===== config.mk =====
export PLATFORM = sky130hd
export DESIGN_NAME = seg_counter_n
export DESIGN_NICKNAME = d
export VERILOG_FILES = /design/src/rtl/seg_pkg.sv /design/src/rtl/seg7_decode.sv /design/src/rtl/seg_counter_n.sv
export SDC_FILE = /design/constraint.sdc
export NUM_CORES = 1
export LEC_CHECK = 0
export BUFFER_PORTS_ARGS = -buffer_cell sky130_fd_sc_hd__buf_2
export CAP_MARGIN = 20
export CORE_ASPECT_RATIO = 1.5
export CORE_MARGIN = 3
export CORE_UTILIZATION = 52
export CTS_CLUSTER_SIZE = 12
export DETAILED_ROUTE_END_ITERATION = 16
export PLACE_DENSITY = 0.81
export SETUP_SLACK_MARGIN = 0.2
export SYNTH_ARGS = -nofsm -noshare
export SYNTH_HDL_FRONTEND = slang
export SYNTH_SLANG_ARGS = --single-unit

===== constraint.sdc =====
create_clock -name clk -period 3.2 [get_ports clk]
set_input_delay 0.16 -clock clk [delete_from_list [all_inputs] [get_ports clk]]
set_output_delay 0.16 -clock clk [all_outputs]
set_load 0.01 [all_outputs]

===== src/rtl/seg_pkg.sv =====
// seg_pkg: shared digit type, 7-segment patterns and prescaler divide helper for seg_counter_n.
package seg_pkg;
  typedef logic [3:0] digit_t;

  localparam logic [7:0] SEG_BLANK = 8'h00;

  // Index is the BCD digit; bits {dp,g,f,e,d,c,b,a}. Codes 10..15 decode as blank.
  localparam logic [15:0][7:0] SEG_LUT = {
    8'h00, 8'h00, 8'h00, 8'h00, 8'h00, 8'h00,
    8'h6F, 8'h7F, 8'h07, 8'h7D, 8'h6D, 8'h66, 8'h4F, 8'h5B, 8'h06, 8'h3F
  };

  function automatic int calc_div(input int clk_hz, input int tick_hz);
    return clk_hz / tick_hz;
  endfunction
endpackage


===== src/rtl/seg7_decode.sv =====
// seg7_decode: one BCD digit to active-high segments {dp,g,f,e,d,c,b,a}, with blank override.
// Purely combinational, zero latency; no flow control.
module seg7_decode
  import seg_pkg::*;
(
  input  digit_t     digit_i,
  input  logic       blank_i,
  output logic [7:0] seg_o
);
  assign seg_o = blank_i ? SEG_BLANK : SEG_LUT[digit_i];
endmodule


===== src/rtl/seg_counter_n.sv =====
// seg_counter_n: N-digit BCD up/down counter with internal tick prescaler, clamped load, wrap pulse and
// per-digit 7-seg decode; bcd/wrap update one cycle after tick or load, seg is combinational. SEG_LZB_EN enables leading-zero blanking.
module seg_counter_n
  import seg_pkg::*;
#(
  parameter int DIGITS  = 3,
  parameter int CLK_HZ  = 1,
  parameter int TICK_HZ = 1
) (
  input  logic                  clk,
  input  logic                  rst,
  input  logic                  en,
  input  logic                  up_dn,
  input  logic                  load,
  input  logic [4*DIGITS-1:0]   load_val,
  output logic                  tick,
  output logic [4*DIGITS-1:0]   bcd,
  output logic                  wrap,
  output logic [8*DIGITS-1:0]   seg
);
  localparam int DIV = calc_div(CLK_HZ, TICK_HZ);
  localparam int PW  = (DIV > 1) ? $clog2(DIV) : 1;
  localparam logic [PW-1:0] PMAX = PW'(DIV - 1);

  logic [PW-1:0]       pcnt_q, pcnt_d;
  digit_t [DIGITS-1:0] bcd_q, bcd_d, step_val, load_clamp;
  logic                wrap_q, wrap_d;
  logic                carry;
  logic [DIGITS-1:0]   blank;

  assign tick = en & (pcnt_q == PMAX);

  // Ripple one step through the digits; carry surviving past the top digit means full-range wrap.
  always_comb begin
    carry = 1'b1;
    for (int i = 0; i < DIGITS; i++) begin
      step_val[i]   = bcd_q[i];
      load_clamp[i] = (load_val[4*i +: 4] > 4'd9) ? 4'd9 : load_val[4*i +: 4];
      if (carry) begin
        if (up_dn) begin
          if (bcd_q[i] == 4'd9) begin
            step_val[i] = 4'd0;
          end else begin
            step_val[i] = bcd_q[i] + 4'd1;
            carry       = 1'b0;
          end
        end else begin
          if (bcd_q[i] == 4'd0) begin
            step_val[i] = 4'd9;
          end else begin
            step_val[i] = bcd_q[i] - 4'd1;
            carry       = 1'b0;
          end
        end
      end
    end
  end

  always_comb begin
    pcnt_d = pcnt_q;
    bcd_d  = bcd_q;
    wrap_d = 1'b0;
    if (load) begin
      pcnt_d = '0;
      bcd_d  = load_clamp;
    end else if (en) begin
      pcnt_d = tick ? '0 : pcnt_q + PW'(1);
      if (tick) begin
        bcd_d  = step_val;
        wrap_d = carry;
      end
    end
  end

  always_ff @(posedge clk or negedge rst) begin
    if (!rst) begin
      pcnt_q <= '0;
      bcd_q  <= '0;
      wrap_q <= 1'b0;
    end else begin
      pcnt_q <= pcnt_d;
      bcd_q  <= bcd_d;
      wrap_q <= wrap_d;
    end
  end

`ifdef SEG_LZB_EN
  logic nz_seen;

  // Blank every digit above the most significant nonzero one; digit 0 always shows.
  always_comb begin
    nz_seen = 1'b0;
    blank   = '0;
    for (int i = DIGITS - 1; i >= 1; i--) begin
      nz_seen  = nz_seen | (bcd_q[i] != 4'd0);
      blank[i] = ~nz_seen;
    end
  end
`else
  assign blank = '0;
`endif

  for (genvar g = 0; g < DIGITS; g++) begin : g_dec
    seg7_decode u_dec (
      .digit_i (bcd_q[g]),
      .blank_i (blank[g]),
      .seg_o   (seg[8*g +: 8])
    );
  end

  assign bcd  = bcd_q;
  assign wrap = wrap_q;
endmodule


Word-level counts from Yosys, hierarchy flattened
Memories as Yosys holds them, arrays and structs flattened.
Index checks and enable logic that the tools add are counted.
- add/subtract/negate cells: 7
- multipliers: 0
- div/mod/pow operators: 0
- $lt $le $gt $ge: 6
- eq/ne operators: 3
- shift-type cells: 0
- muxes and demuxes: 37
- bitwise logic cells: 2
- reductions and logical operators: 10
- operators with widths (cell ; count):
    4-bit two-way mux ; 14
    12-bit two-way mux ; 3
    8-bit two-way mux ; 3
    1-bit two-way mux ; 17
    4-bit by 5-bit < comparator with 1-bit output, second input constant ; 3
    4-bit by 1-bit adder with 4-bit output, second input constant ; 3
    4-bit equality test, second input constant ; 3
    4-bit greater-than comparator, second input constant ; 3
    4-bit logical NOT ; 3
    4-bit by 1-bit subtractor with 4-bit output, second input constant ; 3
    2-bit nonzero test ; 4
    3-bit AND reduction ; 2
    2-bit AND reduction ; 1
    1-bit adder, second input constant ; 1
    1-bit AND ; 1
    1-bit NOT ; 1
- register bits after elaboration: 14
- latch bits: 0
- bits in writable memories: 0
- memory bits (read-only): 384
- output and inout bits: 38
- word-level logic and storage cells: 73
- memories: 3
- memories (name ; depth ; width ; read ports ; clocked after memory_dff ; write ports ; RTL line ; source):
    (no name shown) ; 16 ; 8 ; 1 ; 0 ; 0 ; seg7_decode.sv:10 ; assign seg_o = blank_i ? SEG_BLANK : SEG_LUT[digit_i];
    (no name shown) ; 16 ; 8 ; 1 ; 0 ; 0 ; seg7_decode.sv:10 ;
    (no name shown) ; 16 ; 8 ; 1 ; 0 ; 0 ; seg7_decode.sv:10 ;

Logic depth before layout (Yosys ltp)
- word-level depth: 8
- mapped depth: 7
- mapped depth without buffers: 7

Cells and area by module
Synthesis repeated with hierarchy kept, for this count alone.
- cell total of the unflattened synthesis: 252
- area, all modules: 1919.3 sq um
- by module, submodules not included (module ; times used ; cells an instance ; area an instance (sq um)):
    seg_counter_n ; 1 ; 153 ; 1194.9
    seg7_decode ; 3 ; 33 ; 241.5

Worst setup path after synthesis
OpenSTA, ideal clock, no wires.
- kind: register -> register
- start: register bcd_q (netlist bit bcd[1])
- end: register bcd_q (netlist bit bcd[11])
- arrival: 2311 ps
- data required time: 3065 ps
- path slack: 754 ps
- cell stages (with the launch flop): 8
- buffers on the path: 0
- clock period less this slack: 2446 ps
- cells stage by stage: dfrtp_1 -> inv_1 -> ha_1 -> or3b_4 -> a211o_4 -> or3_4 -> a211oi_2 -> o31ai_1
- longest elaborated chain between the ends: 6
- elaborated cells between the ends (all ways): 8
- those cells by class: eq/ne: 1; mux: 4; reduce/logical: 3
- RTL lines (item ; RTL line ; source):
    start: declaration ; seg_counter_n.sv:26 ; digit_t [DIGITS-1:0] bcd_q, bcd_d, step_val, load_clamp;
    start signal: assignment ; seg_counter_n.sv:78 ; bcd_q <= '0;
    start signal: assignment ; seg_counter_n.sv:82 ; bcd_q <= bcd_d;
    4-bit equality test / 4-bit logical NOT (equally long branches) ; seg_counter_n.sv:41, seg_counter_n.sv:48 ;
    1-bit two-way mux (on tied branches) ; seg_counter_n.sv:41, seg_counter_n.sv:48 ;
    1-bit two-way mux * ; seg_counter_n.sv:40 ; if (up_dn) begin
    1-bit two-way mux * ; seg_counter_n.sv:39 ; if (carry) begin
    2-bit nonzero test (no line) * ; n/a ;
    3-bit AND reduction (no line) * ; n/a ;
Every way passes the cells marked *; elsewhere a longest branch is shown, timed or not.
A chain may end at the register's enable or synchronous reset.

Worst setup path after layout
Ends and elaborated chain as after synthesis.

==> results.txt <==
The flow ran to the end, and the final reports show no timing, DRC or antenna violations. Before antenna repair, the detailed router went through 4 iterations. The kind of cell with the highest combined delay on the critical path is simple AND/OR/NAND/NOR gates.

The post-route minimum period was 2.60 ns; the detailed-routing wirelength on met1 was 1910 um. The highest layer touched by signal routing is met4. Walking the worst path, the cells encountered are inv_1 > ha_1 > or3b_4 > a211o_4 > or3_4 > a211oi_2 > o31ai_1. The final routed wire length divided by cell count was 14.2 um; the number of antenna cells inserted was 0. In this run the power density over the cells is 390 nW/um^2.

The worst setup path is of the reg -> reg kind. The tools report the total number of H-tree levels as 1. The DRC violation count after routing came out at 0. The tools report the critical hold path startpoint as en. The highest net fanout along the worst path was 11; the number of global-route vias before repair was 1667.

The ratio of routed vias to standard cells was 5.73; the reg2reg setup slack was 0.60 ns. Entering global routing, the biggest net connects 28 pins. The transition time at the pin with the least slew margin was 0.612 ns.

The region available for standard cell placement spans 3250 sq um. Top-level I/O count: 55. The tools report the warning count from the yosys run as 0. The post-route netlist has 22.9% of its cells at a drive strength greater than 1. The sum of negative setup slack was 0 ns; the count of unique library cells instantiated by Yosys was 46. The depth of the worst register-to-register path was 7; the maximum operating frequency was 385 MHz. Clock tree synthesis selected as its root buffer the cell sky130_fd_sc_hd__clkbuf_8. Across the run, the number of max-cap violations was 0.

The critical path buffer and inverter count is 1. The critical path's slowest cell is sky130_fd_sc_hd__dfrtp_1. After clock tree synthesis, the clock-pin slew on the worst setup and hold paths is 0.06 ns.

Clock tree synthesis found a total of 14 sinks. The tools report the final-report max-slew violation count as 0. For the final database, setup skew stands at 0.000955 ns. The commonest non-fill, non-tap cell in the layout was sky130_fd_sc_hd__buf_2. The required time of the critical path is 3.31 ns, and the count of state elements after synthesis is 14. The arrival time at the worst endpoint was 2.71 ns. After layout, the worst path uses 81.2% of the clock period. The kind of launch point of the worst setup path is a register. The cell depth of the worst hold path was 2.

Summing the areas of all and, or, nand and nor instances in the mapped netlist gives 20.4% of the synthesized area. The clock passes through at most 2 buffers. Global routing used 22.9% of the available tracks across all layers.

Async set-reset flop share out of synthesis: 100%. The logs give 1833 for the overall via count from detail_route and 1.01 nW for the standby leakage power. The full die area was 4250 sq um; the buffer count from post-CTS setup fixing was 0. Gate count after technology mapping: 239. The routed design has 4540 um of wire. Number of placement rows: 25. For hold timing, the worst endpoint is pcnt_q. For the post-detailed-route count of antenna-violating nets, the log shows 0. The amount of wire on met2 after detailed routing was 2440 um; the count of flip-flops with a built-in enable after synthesis was 0. At the end of the flow, the number of nets in the layout was 322. For this configuration, the core starts out at a cell density of 55.7%. In this run the tightest slew margin relative to its limit is 59.2%. After synthesis the cells add up to 1810 sq um.

The number of antenna violations at the first check in global routing came out at 0. The tools report the post-placement setup slack as 0.619 ns. The post-synthesis xor/xnor area fraction is 2.90%. The kind of capture point of the worst setup path is a register. Hold is met by 0.0768 ns. Setup repair after global routing left no endpoint under its margin. For this run, the slowest stage of the critical path takes 0.50 ns. The first global-routing pass estimated 7600 um of wire. Summed over all layers, the global routing overflow is 0. The worst min-delay path category was in -> reg.

The wire-length estimate of the detail-placed layout is 3430 um. The mux contribution to synthesized area was 2.21%; the hold violation total from the final report was 0. Relative to the synthesized area, the layout overhead comes to 16.3%. VDD sags by at most 0.298 mV. TritonCTS built the clock tree.

The completed layout was analyzed and its total power is 0.821 mW. The most used flip-flop cell after synthesis is sky130_fd_sc_hd__dfrtp_1. The floorplan die width was 54.2 um. The worst register-to-register path ends at bcd[11]. From bottom edge to top edge, the die measures 78.3 um. The logs give 0 for the count of endpoints failing setup in the final report and 56 for the starting DRC count in detailed routing. The tools report the worst-skew pair later-pin latency as 0.25 ns. The smallest setup slack after layout came out at 0.602 ns. The library cells used most frequently in the layout, excluding fill and tap cells, are 51 x sky130_fd_sc_hd__buf_2, 40 x sky130_fd_sc_hd__o21ai_0, 24 x sky130_fd_sc_hd__ha_1.

Of the total synthesized cell area, the portion taken by full adders, half adders and majority gates is 16.6%. The tools report the number of clock buffers inserted by TritonCTS as 3. The number of port buffers was 51. The post-synthesis compound-gate area fraction came out at 30.5%. The largest family of logic cells by synthesized area was compound AO/OA/AOI/OAI gates.

The final weighted congestion in routability-driven placement was 0.919. Wire segments on met3 add up to 149 um in the final route. Averaged over all synthesized cells, the footprint is 7.59 sq um.

In this run the critical register-to-register path is launched from bcd[1]. The share of the Yosys chip area taken by registers is 19.3%.
sequential cells by signal, indices dropped and copies added, names as in the netlist:
signal and cells:
bcd 12, pcnt_q 1, wrap 1
Yosys cell counts, types with 2 or more instances:
cell type                   n  area share (%)
sky130_fd_sc_hd__o22ai_1    7             2.4
sky130_fd_sc_hd__a31oi_1    3             1.0
sky130_fd_sc_hd__nand2_1   22             4.6
sky130_fd_sc_hd__a21oi_1   14             3.9
sky130_fd_sc_hd__nand3b_1   6             2.5
sky130_fd_sc_hd__nor2_1    12             2.5
sky130_fd_sc_hd__xnor2_1    6             2.9
sky130_fd_sc_hd__o31ai_1    6             2.5
sky130_fd_sc_hd__clkinv_1   2            0.41
sky130_fd_sc_hd__mux2i_1    4             2.2
sky130_fd_sc_hd__clkbuf_1  13             2.7
sky130_fd_sc_hd__dfrtp_1   14              19
sky130_fd_sc_hd__nand2b_1   5             1.7
sky130_fd_sc_hd__nor3b_1    4             1.7
sky130_fd_sc_hd__nor3_1     5             1.4
sky130_fd_sc_hd__a22o_1     2            0.97
sky130_fd_sc_hd__inv_1     14             2.9
sky130_fd_sc_hd__a211oi_2   2             1.4
sky130_fd_sc_hd__nand3_1    4             1.1
sky130_fd_sc_hd__nor2b_1    2            0.69
sky130_fd_sc_hd__a211oi_1   2            0.83
sky130_fd_sc_hd__buf_4      3             1.2
sky130_fd_sc_hd__o21ai_0   40              11
sky130_fd_sc_hd__ha_1      24              17
sky130_fd_sc_hd__a21o_1     2            0.83
cell families (layout without fill, tap and decap cells):
group	Yosys count	count (layout)
compound gates	89	89
simple gates	68	68
buf+inv	33	72
fa+ha+maj	24	24
flops	14	14
xor+xnor	6	6
mux	4	4
other cells	1	3
power breakdown:
part	switching, mW	internal, mW
combinational	0.222	0.170
clock	0.0665	0.109
sequential	0.0608	0.193
total	0.349	0.472
per-stage QoR:
stage               area, sq um  utilization [%]  cells
floorplan                  1820                -    241
global placement           2040             62.8    315
detailed placement         2040             62.8    315
CTS                        2110             64.8    320
global route               2110             64.8    320
finish                     2110             64.8    320
area by class of cell:
| type | instances | area (sq um) |
|---|---|---|
| Timing Repair Buffer | 52 | 265 |
| Tap cell | 40 | 50.0 |
| Sequential cell | 14 | 350 |
| Fill cell | 298 | 1140 |
| Inverter | 16 | 60.1 |
| Clock buffer | 4 | 55.1 |
| Multi-Input combinational cell | 194 | 1330 |
metal layers:
metal	vias to the layer above	track usage [%]
li1	933	-
met1	847	28.7
met2	51	39.2
met3	2	2.09
met4	0	8.23
met5	-	0
worst max-delay path by stage:
stage / to / cells after the start / slack (ns) / from
4_1_cts: bcd[11] / 7 / 0.60 / bcd[1]
6_report: bcd[11] / 7 / 0.60 / bcd[1]
5_1_grt: bcd[11] / 7 / 0.44 / bcd[1]
3_5_place_dp: bcd[11] / 7 / 0.62 / bcd[1]
3_3_place_gp: bcd[11] / 7 / 0.67 / bcd[1]
2_1_floorplan: bcd[11] / 7 / 0.75 / bcd[1]
timing repair:
item                                   4_1_cts  5_1_grt
endpoints found under the hold margin       14        0
hold buffers                                 1        0
gates resized for setup                      0        0
Note: power is estimated with default switching activity, not from simulation.
